[src/rtl/dm_arb_pkg.sv]
// ============================================================================
//  Module   : dm_arb_pkg
//  Purpose  : Shared types and constants for the data-memory port arbiter.
//  Revision : 1.0
// ============================================================================
`default_nettype none

package dm_arb_pkg;

   localparam int STARVE_W = 4;

   typedef enum logic [1:0] {
      OWN_NONE = 2'd0,
      OWN_CORE = 2'd1,
      OWN_DMA  = 2'd2
   } owner_e;

endpackage : dm_arb_pkg

`default_nettype wire

[src/rtl/dm_port_arbiter_if.sv]
// ============================================================================
//  Module   : dm_port_arbiter_if
//  Purpose  : Core, DMA and memory-side signals of the data-memory port arbiter.
//  Revision : 1.0
// ============================================================================
`default_nettype none

interface dm_port_arbiter_if #(
   parameter int DMA_SIZE = 17,
   parameter int DMD_SIZE = 16
);
   logic                core_dm_cslt;
   logic                core_dm_wrb;
   logic [DMA_SIZE-1:0] core_dm_add;
   logic [DMD_SIZE-1:0] core_dm_wdt;
   logic                core_stall;

   logic                dma_req;
   logic                dma_wrb;
   logic [DMA_SIZE-1:0] dma_add;
   logic [DMD_SIZE-1:0] dma_wdt;
   logic                dma_gnt;
   logic                dma_rvalid;
   logic [DMD_SIZE-1:0] dma_rdt;

   logic                ps_dm_cslt;
   logic                ps_dm_wrb;
   logic [DMA_SIZE-1:0] dg_dm_add;
   logic [DMD_SIZE-1:0] bc_dt;
   logic [DMD_SIZE-1:0] dm_bc_dt;

   // Arbiter view
   modport slave (
      input  core_dm_cslt, core_dm_wrb, core_dm_add, core_dm_wdt,
      output core_stall,
      input  dma_req, dma_wrb, dma_add, dma_wdt,
      output dma_gnt, dma_rvalid, dma_rdt,
      output ps_dm_cslt, ps_dm_wrb, dg_dm_add, bc_dt,
      input  dm_bc_dt
   );

   // Requesters and memory view
   modport master (
      output core_dm_cslt, core_dm_wrb, core_dm_add, core_dm_wdt,
      input  core_stall,
      output dma_req, dma_wrb, dma_add, dma_wdt,
      input  dma_gnt, dma_rvalid, dma_rdt,
      input  ps_dm_cslt, ps_dm_wrb, dg_dm_add, bc_dt,
      output dm_bc_dt
   );

endinterface : dm_port_arbiter_if

`default_nettype wire

[src/rtl/dm_starve_counter.sv]
// ============================================================================
//  Module   : dm_starve_counter
//  Purpose  : Saturating count of consecutive denied DMA cycles with limit flag.
//  Revision : 1.0
// ============================================================================
`default_nettype none

module dm_starve_counter
   import dm_arb_pkg::*;
#(
   parameter int LIMIT = 4
) (
   input  logic clk,
   input  logic reset,
   input  logic i_inc,
   input  logic i_clr,
   output logic o_at_lim
);

   localparam logic [STARVE_W-1:0] c_LIMIT = STARVE_W'(LIMIT);

   logic [STARVE_W-1:0] r_cnt;

   always_ff @(posedge clk or negedge reset) begin
      if (!reset) begin
         r_cnt <= '0;
      end else if (i_clr) begin
         r_cnt <= '0;
      end else if (i_inc && (r_cnt != c_LIMIT)) begin
         r_cnt <= r_cnt + 1'b1;
      end
   end

   assign o_at_lim = (r_cnt == c_LIMIT);

endmodule : dm_starve_counter

`default_nettype wire

[src/rtl/dm_port_arbiter.sv]
// ============================================================================
//  Module   : dm_port_arbiter
//  Purpose  : Shares the single data-memory port between core and DMA, with
//             write-data and read-return pipelining and DMA starvation guard.
//  Revision : 1.0
// ============================================================================
`default_nettype none

module dm_port_arbiter
   import dm_arb_pkg::*;
#(
   parameter int DMA_SIZE   = 17,
   parameter int DMD_SIZE   = 16,
   parameter int STARVE_LIM = 4
) (
   input  logic             clk,
   input  logic             reset,
   dm_port_arbiter_if.slave bus
);

   owner_e              w_owner;
   logic                w_force;
   logic                w_dma_gnt;
   logic                w_cslt;
   logic                w_wrb;
   logic [DMA_SIZE-1:0] w_add;
   logic [DMD_SIZE-1:0] w_bc_dt;
   logic [DMD_SIZE-1:0] w_dma_rdt;

   owner_e              r_wr_src;
   logic [DMA_SIZE-1:0] r_add;
   logic [DMD_SIZE-1:0] r_wdata;
   logic [DMD_SIZE-1:0] r_bc;
   logic [DMD_SIZE-1:0] r_rdt;
   logic                r_rd_pend;

   dm_starve_counter #(
      .LIMIT (STARVE_LIM)
   ) u_starve (
      .clk      (clk),
      .reset    (reset),
      .i_inc    (bus.dma_req & ~w_dma_gnt),
      .i_clr    (w_dma_gnt | ~bus.dma_req),
      .o_at_lim (w_force)
   );

   // Reset gates the owner so every memory-side output is zero while held.
   always_comb begin : p_arb
      w_owner = OWN_NONE;
      if (reset) begin
         if (w_force && bus.dma_req) begin
            w_owner = OWN_DMA;
         end else if (bus.core_dm_cslt) begin
            w_owner = OWN_CORE;
         end else if (bus.dma_req) begin
            w_owner = OWN_DMA;
         end
      end
   end

   always_comb begin : p_mem_drive
      w_wrb = 1'b0;
      w_add = r_add;
      case (w_owner)
         OWN_CORE: begin
            w_wrb = bus.core_dm_wrb;
            w_add = bus.core_dm_add;
         end
         OWN_DMA: begin
            w_wrb = bus.dma_wrb;
            w_add = bus.dma_add;
         end
         default: ;
      endcase

      // Core write data only arrives in the cycle after its grant.
      w_bc_dt = r_bc;
      case (r_wr_src)
         OWN_CORE: w_bc_dt = bus.core_dm_wdt;
         OWN_DMA:  w_bc_dt = r_wdata;
         default:  ;
      endcase
   end

   assign w_cslt    = (w_owner != OWN_NONE);
   assign w_dma_gnt = (w_owner == OWN_DMA);
   assign w_dma_rdt = r_rd_pend ? bus.dm_bc_dt : r_rdt;

   always_ff @(posedge clk or negedge reset) begin
      if (!reset) begin
         r_wr_src  <= OWN_NONE;
         r_add     <= '0;
         r_wdata   <= '0;
         r_bc      <= '0;
         r_rdt     <= '0;
         r_rd_pend <= 1'b0;
      end else begin
         r_wr_src  <= (w_cslt && w_wrb) ? w_owner : OWN_NONE;
         r_add     <= w_add;
         r_bc      <= w_bc_dt;
         r_rdt     <= w_dma_rdt;
         r_rd_pend <= w_dma_gnt & ~bus.dma_wrb;
         if (w_dma_gnt && bus.dma_wrb) begin
            r_wdata <= bus.dma_wdt;
         end
      end
   end

   assign bus.ps_dm_cslt = w_cslt;
   assign bus.ps_dm_wrb  = w_wrb;
   assign bus.dg_dm_add  = w_add;
   assign bus.bc_dt      = w_bc_dt;
   assign bus.core_stall = reset & bus.core_dm_cslt & (w_owner != OWN_CORE);
   assign bus.dma_gnt    = w_dma_gnt;
   assign bus.dma_rvalid = r_rd_pend;
   assign bus.dma_rdt    = w_dma_rdt;

   // A DMA request must stay up until it is granted.
   a_dma_hold : assert property (@(posedge clk) disable iff (!reset)
                                 (bus.dma_req && !w_dma_gnt) |=> bus.dma_req);

endmodule : dm_port_arbiter

`default_nettype wire

[src/flat_wrapper.sv]
// flat-port wrapper written by rule: the top's interface ports become plain ports
module dm_port_arbiter_flat import dm_arb_pkg::*;
#(
   parameter int DMA_SIZE   = 17,
   parameter int DMD_SIZE   = 16,
   parameter int STARVE_LIM = 4
)
  (clk, reset, bus_core_dm_cslt, bus_core_dm_wrb, bus_core_dm_add, bus_core_dm_wdt, bus_core_stall, bus_dma_req, bus_dma_wrb, bus_dma_add, bus_dma_wdt, bus_dma_gnt, bus_dma_rvalid, bus_dma_rdt, bus_ps_dm_cslt, bus_ps_dm_wrb, bus_dg_dm_add, bus_bc_dt, bus_dm_bc_dt);
  dm_port_arbiter_if #(.DMA_SIZE(DMA_SIZE), .DMD_SIZE(DMD_SIZE)) bus_i ();
  input  logic clk;
  input  logic reset;
  input wire logic [$bits(bus_i.core_dm_cslt)-1:0] bus_core_dm_cslt;
  input wire logic [$bits(bus_i.core_dm_wrb)-1:0] bus_core_dm_wrb;
  input wire logic [$bits(bus_i.core_dm_add)-1:0] bus_core_dm_add;
  input wire logic [$bits(bus_i.core_dm_wdt)-1:0] bus_core_dm_wdt;
  output wire logic [$bits(bus_i.core_stall)-1:0] bus_core_stall;
  input wire logic [$bits(bus_i.dma_req)-1:0] bus_dma_req;
  input wire logic [$bits(bus_i.dma_wrb)-1:0] bus_dma_wrb;
  input wire logic [$bits(bus_i.dma_add)-1:0] bus_dma_add;
  input wire logic [$bits(bus_i.dma_wdt)-1:0] bus_dma_wdt;
  output wire logic [$bits(bus_i.dma_gnt)-1:0] bus_dma_gnt;
  output wire logic [$bits(bus_i.dma_rvalid)-1:0] bus_dma_rvalid;
  output wire logic [$bits(bus_i.dma_rdt)-1:0] bus_dma_rdt;
  output wire logic [$bits(bus_i.ps_dm_cslt)-1:0] bus_ps_dm_cslt;
  output wire logic [$bits(bus_i.ps_dm_wrb)-1:0] bus_ps_dm_wrb;
  output wire logic [$bits(bus_i.dg_dm_add)-1:0] bus_dg_dm_add;
  output wire logic [$bits(bus_i.bc_dt)-1:0] bus_bc_dt;
  input wire logic [$bits(bus_i.dm_bc_dt)-1:0] bus_dm_bc_dt;
  assign bus_i.core_dm_cslt = bus_core_dm_cslt;
  assign bus_i.core_dm_wrb = bus_core_dm_wrb;
  assign bus_i.core_dm_add = bus_core_dm_add;
  assign bus_i.core_dm_wdt = bus_core_dm_wdt;
  assign bus_core_stall = bus_i.core_stall;
  assign bus_i.dma_req = bus_dma_req;
  assign bus_i.dma_wrb = bus_dma_wrb;
  assign bus_i.dma_add = bus_dma_add;
  assign bus_i.dma_wdt = bus_dma_wdt;
  assign bus_dma_gnt = bus_i.dma_gnt;
  assign bus_dma_rvalid = bus_i.dma_rvalid;
  assign bus_dma_rdt = bus_i.dma_rdt;
  assign bus_ps_dm_cslt = bus_i.ps_dm_cslt;
  assign bus_ps_dm_wrb = bus_i.ps_dm_wrb;
  assign bus_dg_dm_add = bus_i.dg_dm_add;
  assign bus_bc_dt = bus_i.bc_dt;
  assign bus_i.dm_bc_dt = bus_dm_bc_dt;
  dm_port_arbiter #(.DMA_SIZE(DMA_SIZE), .DMD_SIZE(DMD_SIZE), .STARVE_LIM(STARVE_LIM)) u_core (.clk(clk), .reset(reset), .bus(bus_i));
endmodule
[config.mk]
export PLATFORM = sky130hd
export DESIGN_NAME = dm_port_arbiter_flat
export DESIGN_NICKNAME = d
export VERILOG_FILES = /design/src/rtl/dm_arb_pkg.sv /design/src/rtl/dm_port_arbiter_if.sv /design/src/rtl/dm_starve_counter.sv /design/src/rtl/dm_port_arbiter.sv /design/src/flat_wrapper.sv
export SDC_FILE = /design/constraint.sdc
export NUM_CORES = 1
export LEC_CHECK = 0
export CAP_MARGIN = 0
export CORE_MARGIN = 1.5
export CORE_UTILIZATION = 45
export CTS_CLUSTER_DIAMETER = 120
export DETAILED_ROUTE_END_ITERATION = 16
export PLACE_DENSITY_LB_ADDON = 0.1
export SYNTH_ARGS = -nofsm -noshare
export SYNTH_HDL_FRONTEND = slang
export SYNTH_SLANG_ARGS = --single-unit
[constraint.sdc]
create_clock -name clk -period 3.6 [get_ports clk]
set_input_delay 0.72 -clock clk [delete_from_list [all_inputs] [get_ports clk]]
set_output_delay 0.72 -clock clk [all_outputs]
set_load 0.005 [all_outputs]
# After elaboration in Yosys (flattened, before gate mapping)
# Cells that the tools add are included.
[totals]
out_inout_bits = 54
input_bits = 88
reg_bits = 72
[op_classes]
n_bitwise = 8
n_reduce_logical = 6
n_mux = 11
n_addsub = 1
n_eq_ne = 7
[op_table]
columns = ["operator", "count"]
rows = [
  ["17-bit case mux with 2 select lines", 1],
  ["16-bit case mux with 2 select lines", 1],
  ["16-bit two-way mux", 1],
  ["2-bit two-way mux", 5],
  ["4-bit two-way mux", 2],
  ["4-bit by 1-bit adder with 4-bit output (second input constant)", 1],
  ["1-bit AND", 4],
  ["2-bit by 1-bit == test with 1-bit output (second input constant)", 2],
  ["2-bit == test (second input constant)", 2],
  ["4-bit by 3-bit == test with 1-bit output (second input constant)", 1],
  ["1-bit logical AND", 4],
  ["4-bit by 3-bit inequality test with 1-bit output (second input constant)", 1],
  ["2-bit nonzero test", 2],
  ["1-bit inverter", 3],
  ["2-bit by 1-bit inequality test with 1-bit output (second input constant)", 1],
  ["1-bit case mux with 2 select lines", 1],
  ["1-bit bitwise OR", 1],
]

# Logic depth before layout (Yosys ltp)
# Gate-level depths: netlist of run 1.
[logic_depth]
ltp_word = 10
mapped_depth = 9

# Hierarchy
# A second synthesis of run 1 with hierarchy kept.
[unflattened]
hier_cells = 267
hier_area_um2 = 3158.0
[by_module_without_submodules]
columns = ["mod", "n_inst", "area_each_um2", "cells_each"]
rows = [
  ["dm_port_arbiter", 1, 2924.1, 243],
  ["dm_starve_counter", 1, 234.0, 24],
]

# Worst setup path before layout of run 1
# Ideal clock, no wire load.
[synth_path]
path_kind = "input to output"
start = "input bus_dma_req"
end = "output bus_dg_dm_add[10]"
cell_stages = 8
setup_slack_ps = 814
arrival_time_ps = 2066
path_cell_list = "buf_4 and4b_1 or2_1 ha_1 buf_6 buf_2 a22oi_1 o21ai_0"
[synth_between]
elab_chain_len = 6
elab_cells_between_ends = 8
[synth_lines]
columns = ["element", "line_no", "rtl"]
rows = [
  ["start, declared", "flat_wrapper.sv:17", "input wire logic [$bits(bus_i.dma_req)-1:0] bus_dma_req;"],
  ["2-bit two-way mux", "dm_port_arbiter.sv:55", "end else if (bus.dma_req) begin"],
  ["2-bit two-way mux", "dm_port_arbiter.sv:53", "end else if (bus.core_dm_cslt) begin"],
  ["2-bit two-way mux *", "dm_port_arbiter.sv:51", "if (w_force && bus.dma_req) begin"],
  ["2-bit two-way mux *", "dm_port_arbiter.sv:50", "if (reset) begin"],
  ["2-bit == test *", "-", ""],
  ["via bus_dma_gnt", "flat_wrapper.sv:21", "output wire logic [$bits(bus_i.dma_gnt)-1:0] bus_dma_gnt;"],
  ["17-bit case mux with 2 select lines *", "dm_port_arbiter.sv:64", "case (w_owner)"],
  ["end, declared", "flat_wrapper.sv:26", "output wire logic [$bits(bus_i.dg_dm_add)-1:0] bus_dg_dm_add;"],
]
# Mark *: on every way through the listed nets, which the timed path passes. The rest lies on a longest branch.

# Final worst setup path of run 1
[layout_path]
start = "input bus_dma_req"
end = "output bus_dg_dm_add[12]"
[layout_between]
elab_chain_len = 6
elab_cells_between_ends = 8
[layout_lines]
columns = ["element", "line_no"]
rows = [
  ["2-bit two-way mux", "dm_port_arbiter.sv:55"],
  ["2-bit two-way mux", "dm_port_arbiter.sv:53"],
  ["2-bit two-way mux *", "dm_port_arbiter.sv:51"],
  ["2-bit two-way mux *", "dm_port_arbiter.sv:50"],
  ["2-bit == test or 2-bit by 1-bit == test with 1-bit output (tied branches)", "dm_port_arbiter.sv:64"],
  ["17-bit case mux with 2 select lines *", "dm_port_arbiter.sv:64"],
]
# Mark *: on every way between the ends. The rest lies on a longest branch, timed or not.

==> results of run 1 <==
## path summary, 6_finish.rpt
path                                          end  slack (ps)  cells after the start
worst max-delay path            bus_dg_dm_add[12]          90                      8
worst min-delay path              u_core.r_add[2]         180                      1
worst max register to register  u_core.r_wdata[1]        1270                      8
worst min register to register   u_core.r_rdt[12]         490                      1
max in group asynchronous         u_core.r_add[0]        2350                      2
min in group clk                 u_core.r_rdt[12]         490                      1
## kinds of logic after synthesis
family                     after synthesis  synth area share, %
muxes                                   35                12.42
adders and majority gates                7                2.786
AOI/OAI and AO/OA                       71                14.29
DFF                                     72                57.32
buffers and inverters                   26                4.060
and+or+nand+nor                         57                9.117
## sequential cells by signal, summed over array words and instances (netlist names)
signal and count:
u_core.r_add 17, u_core.u_starve.r_cnt 4, u_core.r_rdt 16, u_core.r_bc 16, u_core.r_wdata 16, u_core.r_wr_src 2
u_core.bus.dma_rvalid 1
## cells in the final DEF, fill, tap and decap left out, types with 2 or more instances in the layout
cell type	count
sky130_fd_sc_hd__clkdlybuf4s50_1	138
sky130_fd_sc_hd__dfrtp_1	72
sky130_fd_sc_hd__nand2_1	35
sky130_fd_sc_hd__a22oi_1	34
sky130_fd_sc_hd__mux2_1	18
sky130_fd_sc_hd__o21ai_0	17
sky130_fd_sc_hd__o21ai_1	15
sky130_fd_sc_hd__mux2_2	14
sky130_fd_sc_hd__clkbuf_8	9
sky130_fd_sc_hd__inv_1	6
sky130_fd_sc_hd__buf_4	6
sky130_fd_sc_hd__nand3b_1	5
sky130_fd_sc_hd__nor2_1	5
sky130_fd_sc_hd__ha_1	5
sky130_fd_sc_hd__clkbuf_1	4
sky130_fd_sc_hd__mux2i_1	3
sky130_fd_sc_hd__buf_12	3
sky130_fd_sc_hd__ha_4	2
sky130_fd_sc_hd__clkinv_2	2
sky130_fd_sc_hd__clkbuf_16	2
sky130_fd_sc_hd__dlygate4sd2_1	2
## per-stage QoR
stage / util, % / hold WS, ps / setup slack, ps / cells / TNS (ps)
after floorplan: - / 424.4 / 814.1 / 268 / 0
final: 72.24 / 184.2 / 88.37 / 495 / 0
after global routing: 72.24 / 172.2 / -7.830 / 495 / -14.59
after global placement: 68.63 / 463.2 / -62.33 / 476 / -69.06
after CTS: 70.93 / 179.5 / 0.7425 / 492 / 0
after detailed placement: 68.63 / 469.8 / -47.21 / 476 / -114.4
## layer usage
metal / track usage [%] / vias up
met2: 37.43 / 90
li1: - / 1238
met3: 5.810 / 13
met5: 0 / -
met1: 27.18 / 1272
met4: 8.211 / 0
## cell type report
type | instances | share of cell area, %
well taps | 80 | 2.051
multi-input cells | 170 | 25.51
clock inverters | 3 | 0.3845
repair buffers | 151 | 31.84
flip-flops and latches | 72 | 36.91
inverters | 6 | 0.4614
clock buffers | 13 | 2.845
## repair_timing
action / 4_1_cts / 5_1_grt
setup buffers: 0 / 1
resized for setup: 6 / 16
setup endpoints to repair: 6 / 16
gates cloned: 0 / 2
pin swaps: 0 / 3
## power by group
part,switching (uW),internal [uW]
Combinational,232,410
Clock,295,250
Sequential,62.1,976
Total,589,1640
==> results.md, run 1 <==
Run status:
- The flow ran to the end, and the final reports show no timing, DRC or antenna violations.

GRT:
- The all-layer global routing usage is 22.10%.
- The number of antenna violations at the first check in global routing is 0.
- The leftover overflow at the end of global routing is 0.
- The number of global-route vias before repair is 2586.
- Entering global routing, the biggest net connects 70 pins.
- The wire length of the first global-routing pass is 12.68 mm.

Clock tree:
- Counting along the longest clock path gives a buffer depth of 2.
- The tree is rooted in a sky130_fd_sc_hd__clkbuf_8.
- Clock tree synthesis inserted a total of 9 buffers.
- In this run the number of H-tree levels came out at 3.
- The worst-skew pair later-pin latency is 350 ps.
- The clock net sink count is 72.
- After clock tree synthesis, the clock-pin slew on the worst setup and hold paths is 70 ps.
- Buffers inserted to repair hold after CTS numbered 0.
- TritonCTS built the clock tree.

Setup path:
- The number of buffers and inverters on the critical path is 3.
- The startpoint of the most critical register-to-register path is u_core.u_starve.r_cnt[0].
- Walking the worst path, the cells encountered are clkdlybuf4s50_1 -> and4b_1 -> or2_4 -> ha_4 -> buf_12 -> a22oi_1 -> o21ai_0 -> clkdlybuf4s50_1.
- The worst setup path is captured at an output port.
- At the worst endpoint, the required time is 2880 ps.
- Among cell families on the critical path, the largest total delay comes from buffers and inverters.
- The critical path launch point is bus_dma_req.
- The nature of the critical path startpoint is an input pin.
- The cell with the most instances on the worst path is sky130_fd_sc_hd__clkdlybuf4s50_1.
- The setup path with the least slack is of type in2out.
- Data arrives at the worst endpoint at 2790 ps.
- In this run the worst path has a maximum fanout of 14.
- The slowest library cell on the worst path is sky130_fd_sc_hd__clkdlybuf4s50_1.
- For this run, the slowest stage of the critical path takes 540 ps.

STA:
- The timing-limited maximum frequency is 0.2848 GHz.
- The worst path uses 97.55% of the clock period.
- The worst path in the final design needs a cycle of 3512 ps, including I/O delays and setup.
- The number of failing hold endpoints at the final stage is 0.
- The final setup skew is 11.07 ps.
- The total count of max-transition violations in the final report is 0.
- The worst slew slack as a fraction of its limit is 41.50%.
- The worst-margin pin slew is 877.6 ps.
- Setup violations remaining at the end of the flow were counted as 0.

Placed design:
- The placer's final routability congestion estimate is 0.8616.
- Once placement finished, the instance area stood at 0.004637 mm2.
- The final HPWL from detailed placement is 5.617 mm.
- In this run the tool buffered the top-level ports with 141 buffer cells.

Synth:
- The number of distinct library cells after synthesis is 32.
- For this run, asynchronously set or reset flops after synthesis account for 100.0%.
- Of the synthesized area, sequential elements account for 57.32%.
- The most instantiated library cell after synthesis is sky130_fd_sc_hd__dfrtp_1.
- After synthesis, the largest area contributor takes up 57.32% of total cell area.
- After synthesis, the most frequently instantiated cells are 72 x sky130_fd_sc_hd__dfrtp_1, 35 x sky130_fd_sc_hd__nand2_1, 34 x sky130_fd_sc_hd__a22oi_1.
- Summing every instance area after synthesis gives 0.003143 mm2.
- The flop and latch count out of synthesis is 72.
- Ranked by total cell area, the synthesized netlist is headed by sky130_fd_sc_hd__dfrtp_1 57%, sky130_fd_sc_hd__a22oi_1 8.1%, sky130_fd_sc_hd__mux2_1 6.4%.
- The number of synthesized flops with an enable pin is 0.
- The number of warnings reported in the yosys synthesis log is 0.
- When the netlist entered floorplanning its net count stood at 363.
- The cell type with the highest aggregate area in the netlist is sky130_fd_sc_hd__dfrtp_1.
- The instance count of the mapped netlist is 268.
- The flip-flop cell with the highest count after synthesis is sky130_fd_sc_hd__dfrtp_1.
- A synthesized cell averages 11.73 um2.

Final layout:
- The number of antenna diodes in the final layout is 0.
- The post-layout instance area is 0.004881 mm2.
- The net count of the finished layout is 505.
- Compared with the post-synthesis result, the final layout area differs by 55.29%.
- The share of final-layout standard cells stronger than drive strength 1 is 10.12%.
- The area of the multi-input gates is 0.001245 mm2.
- The total area of sequential cells is 0.001802 mm2.
- After filler insertion, the fill cell instance count of the layout stands at 493.

Power and ir drop:
- Power spread over the standard cell area amounts to 456.0 mW/mm2.
- The completed layout was analyzed and its total power is 2226 uW.
- IR analysis of the VDD net gives a maximum drop of 0.3066 mV.
- The leakage power summed over all cells is 0.002049 uW.

Route:
- The initial detailed-routing violation count is 96.
- The wire length on met3 is 540 um.
- After detailed routing, the wire length on met1 is 3.523 mm.
- The sum of routed wire length over all layers is 8.452 mm.
- The routed length on met2 is 4.224 mm.
- In the routed layout, each cell is associated on average with a via count of 5.279.
- The final routed wire length divided by cell count is 17.07 um.
- The top layer reached by signal wires is met4.
- The post-route antenna net violation count is 0.
- The routed layout has 2613 vias.
- After detailed routing, the number of remaining DRC violations is 0.
- The first detailed-routing pass took 4 iterations.

Hold path:
- The worst hold path class is in2async.

Floorplan:
- The starting density of the core is 46.52%.
- For this design the top-level I/O count stands at 142.
- The placement row count is 30.
- After floorplanning, the core was sized to cover 0.006756 mm2.
- The floorplan die width is 86.58 um.
- The area of the die is 0.007495 mm2.
- Measured along the y axis, the die boundary spans 86.58 um.

Job:
- Max-cap violations in this run came to 0.
Note: power is estimated with default switching activity, not from simulation.
==> run 2: changes to the inputs <==
Settings changed: CAP_MARGIN 0 to unset, RECOVER_POWER set to 25.
==> run 2 against run 1 <==
The flow now finishes with violations (max-capacitance violations, max-slew violations). Setup slack barely moved. Combinational power barely moved. Non-clock buffer count did not move. Register-to-register slack barely moved. Worst hold slack improved by 100 ps. Die area did not move. Design area fell by 0.13%. Critical endpoint unchanged.
==> results.md, run 2 (synthesized netlist as in run 1, its figures left out) <==
Run status:
- Outcome: finished, violations left (was complete, no violations).
- The checks that failed: max-capacitance violations, max-slew violations.

Route:
- The initial detailed-routing violation count is 109 (was 96).
- The detailed-route DRC error count came to 0 (unchanged).
- The routed via count divided by cell count is 5.287 (was 5.279).
- The total via count after detailed routing is 2617 (was 2613).
- The post-route antenna net violation count is 0 (unchanged).
- The first-pass iteration count of the detailed router is 4 (unchanged).
- The sum of routed wire length over all layers is 8.461 mm (was 8.452 mm).
- The final routed wire length divided by cell count is 17.09 um (was 17.07 um).

Setup path:
- The slowest library cell on the worst path is sky130_fd_sc_hd__clkdlybuf4s50_1 (unchanged).
- Cells traversed along the worst timing path: clkdlybuf4s50_1 -> and4b_1 -> or2_4 -> ha_4 -> buf_12 -> a22oi_1 -> o21ai_0 -> clkdlybuf4s50_1 (unchanged).
- The nature of the critical path endpoint was an output port (unchanged).
- The number of cells on the critical path is 8 (unchanged).
- The largest delay contributor family on the critical path was buffers and inverters (unchanged).
- The worst setup path category is in2out (unchanged).
- The required time at the worst-slack endpoint came to 2880 ps (about the same).
- The cell with the most instances on the worst path is sky130_fd_sc_hd__clkdlybuf4s50_1 (unchanged).
- The worst-case reg-to-reg path depth is 8 (unchanged).
- The worst endpoint data arrival time is 2790 ps (about the same).
- The maximum fanout encountered on the critical timing path is 14 (unchanged).
- The number of buffers and inverters on the critical path is 3 (unchanged).
- The largest stage delay on the critical path was 540 ps (about the same).
- The nature of the critical path startpoint is an input pin (unchanged).

STA:
- The worst slew slack as a fraction of its limit is -15.43% (was 41.50%).
- The hold slack is 286.0 ps (was 184.2 ps).
- The final setup skew came to 11.06 ps (was 11.07 ps).
- The total count of max-transition violations in the final report is 70 (was 0).
- The number of failing hold endpoints at the final stage came to 0 (unchanged).
- The setup total negative slack came to 0 ps (unchanged).
- The minimum clock period is 3512 ps (about the same).
- The final clock period utilization by the worst path is 97.54% (was 97.55%).
- The worst-margin pin slew is 1731 ps (was 877.6 ps).
- The timing-limited maximum frequency came to 0.2848 GHz (about the same).
- The number of setup violations in the final report came to 0 (unchanged).

Clock tree:
- The CTS root buffer is sky130_fd_sc_hd__clkbuf_8 (unchanged).
- The clock buffer count from CTS is 9 (unchanged).
- The number of hold buffers added after CTS came to 0 (unchanged).
- The clock tree from TritonCTS is built (unchanged).
- The maximum level of the CTS H-tree came to 3 (unchanged).
- The clock net sink count is 72 (unchanged).
- The clock transition at the registers of the reported paths was 70 ps (about the same).
- The maximum clock insertion buffer count is 2 (unchanged).
- The worst-skew pair later-pin latency is 350 ps (about the same).

Final layout:
- Most frequent cells in the layout: 138 x sky130_fd_sc_hd__clkdlybuf4s50_1, 72 x sky130_fd_sc_hd__dfrtp_1, 35 x sky130_fd_sc_hd__nand2_1 (unchanged).
- The final net count is 505 (unchanged).
- The layout overhead on the synthesized area is 55.10% (was 55.29%).
- The number of filler instances in the final layout is 496 (was 493).
- The final antenna diode count is 0 (unchanged).
- The flip-flop count of the largest register, all copies and words added came to 17 (unchanged).
- The leading cell type in the layout, fill and taps excluded is sky130_fd_sc_hd__clkdlybuf4s50_1 (unchanged).
- The register bank with the most flops is u_core.r_add (unchanged).
- The share of final-layout standard cells stronger than drive strength 1 was 9.398% (was 10.12%).

Power and ir drop:
- The leakage power summed over all cells came to 0.002045 uW (was 0.002049 uW).
- The peak supply drop is 0.3063 mV (was 0.3066 mV).
- The total power density per cell area was 456.2 mW/mm2 (was 456.0 mW/mm2).

GRT:
- The all-layer global routing usage came to 22.10% (unchanged).
- The wire length of the first global-routing pass is 12.68 mm (unchanged).
- The pin count of the biggest net entering global routing is 70 (unchanged).
- The number of antenna violations at the first check in global routing is 0 (unchanged).
- The number of global-route vias before repair is 2586 (unchanged).
- The leftover overflow at the end of global routing came to 0 (unchanged).

Floorplan:
- The chip height is 86.58 um (unchanged).
- The top-level I/O count is 142 (unchanged).
- The placement row count was 30 (unchanged).
- The standard cell core area came to 0.006756 mm2 (unchanged).
- The area of the die is 0.007495 mm2 (unchanged).
- The floorplan die width is 86.58 um (unchanged).
- The starting density of the core is 46.52% (unchanged).

Hold path:
- The worst hold path class is in2async (unchanged).

Placed design:
- The placer's final routability congestion estimate came to 0.8616 (unchanged).
- The final HPWL from detailed placement is 5.617 mm (unchanged).
- The number of port buffers was 141 (unchanged).

Job:
- The max-cap violation count is 1 (was 0).
run 2: path summary, 6_finish.rpt:
check	from	end	slack [ps]
min in group clk	u_core.r_rdt[6]	u_core.r_rdt[6]	480
min reg2reg	u_core.r_rdt[6]	u_core.r_rdt[6]	480
max reg2reg	u_core.u_starve.r_cnt[0]	u_core.r_wdata[1]	1270
min	reset	u_core.r_add[2]	290
max in group asynchronous	reset	u_core.r_add[0]	1310
max	bus_dma_req	bus_dg_dm_add[12]	90
run 2: through the flow:
stage / util (%) / setup WS [ps] / instances / area (um2) / total power, uW
global placement: 68.63 / -62.33 / 476 / 4637 / 1655
finish: 72.15 / 88.42 / 495 / 4875 / 2224
floorplan: - / 814.1 / 268 / 3143 / 1254
global route: 72.15 / -7.883 / 495 / 4875 / 2341
CTS: 70.93 / 0.7425 / 492 / 4792 / 2224
detailed placement: 68.63 / -47.21 / 476 / 4637 / 1679
run 2: repair_timing:
action	in CTS	in global routing
gates resized for setup	6	16
pin swaps	0	3
cloned	0	2
buffers inserted	0	1
endpoints found under the setup margin	6	16
run 2: cell type report:
cell class	count	area, um2	area share (%)
clock buffers	13	138.9	2.849
flip-flops and latches	72	1802	36.96
well taps	80	100.1	2.053
repair buffers	151	1548	31.75
multi-input cells	170	1245	25.54
inverters	6	22.52	0.4620
clock inverters	3	18.77	0.3850
run 2: routing by layer:
layer  track usage (%)  wire [um]  up-vias
met3             5.810        540       13
met1             27.18       3530     1276
met4             8.211        164        0
li1                  -          -     1238
met5                 0          0        -
met2             37.43       4226       90
run 2: report_power, final:
part           switching (uW)  internal [uW]  leakage (uW)
sequential               61.9            976      0.000875
clock                     296            250     0.0000814
combinational             232            408       0.00109
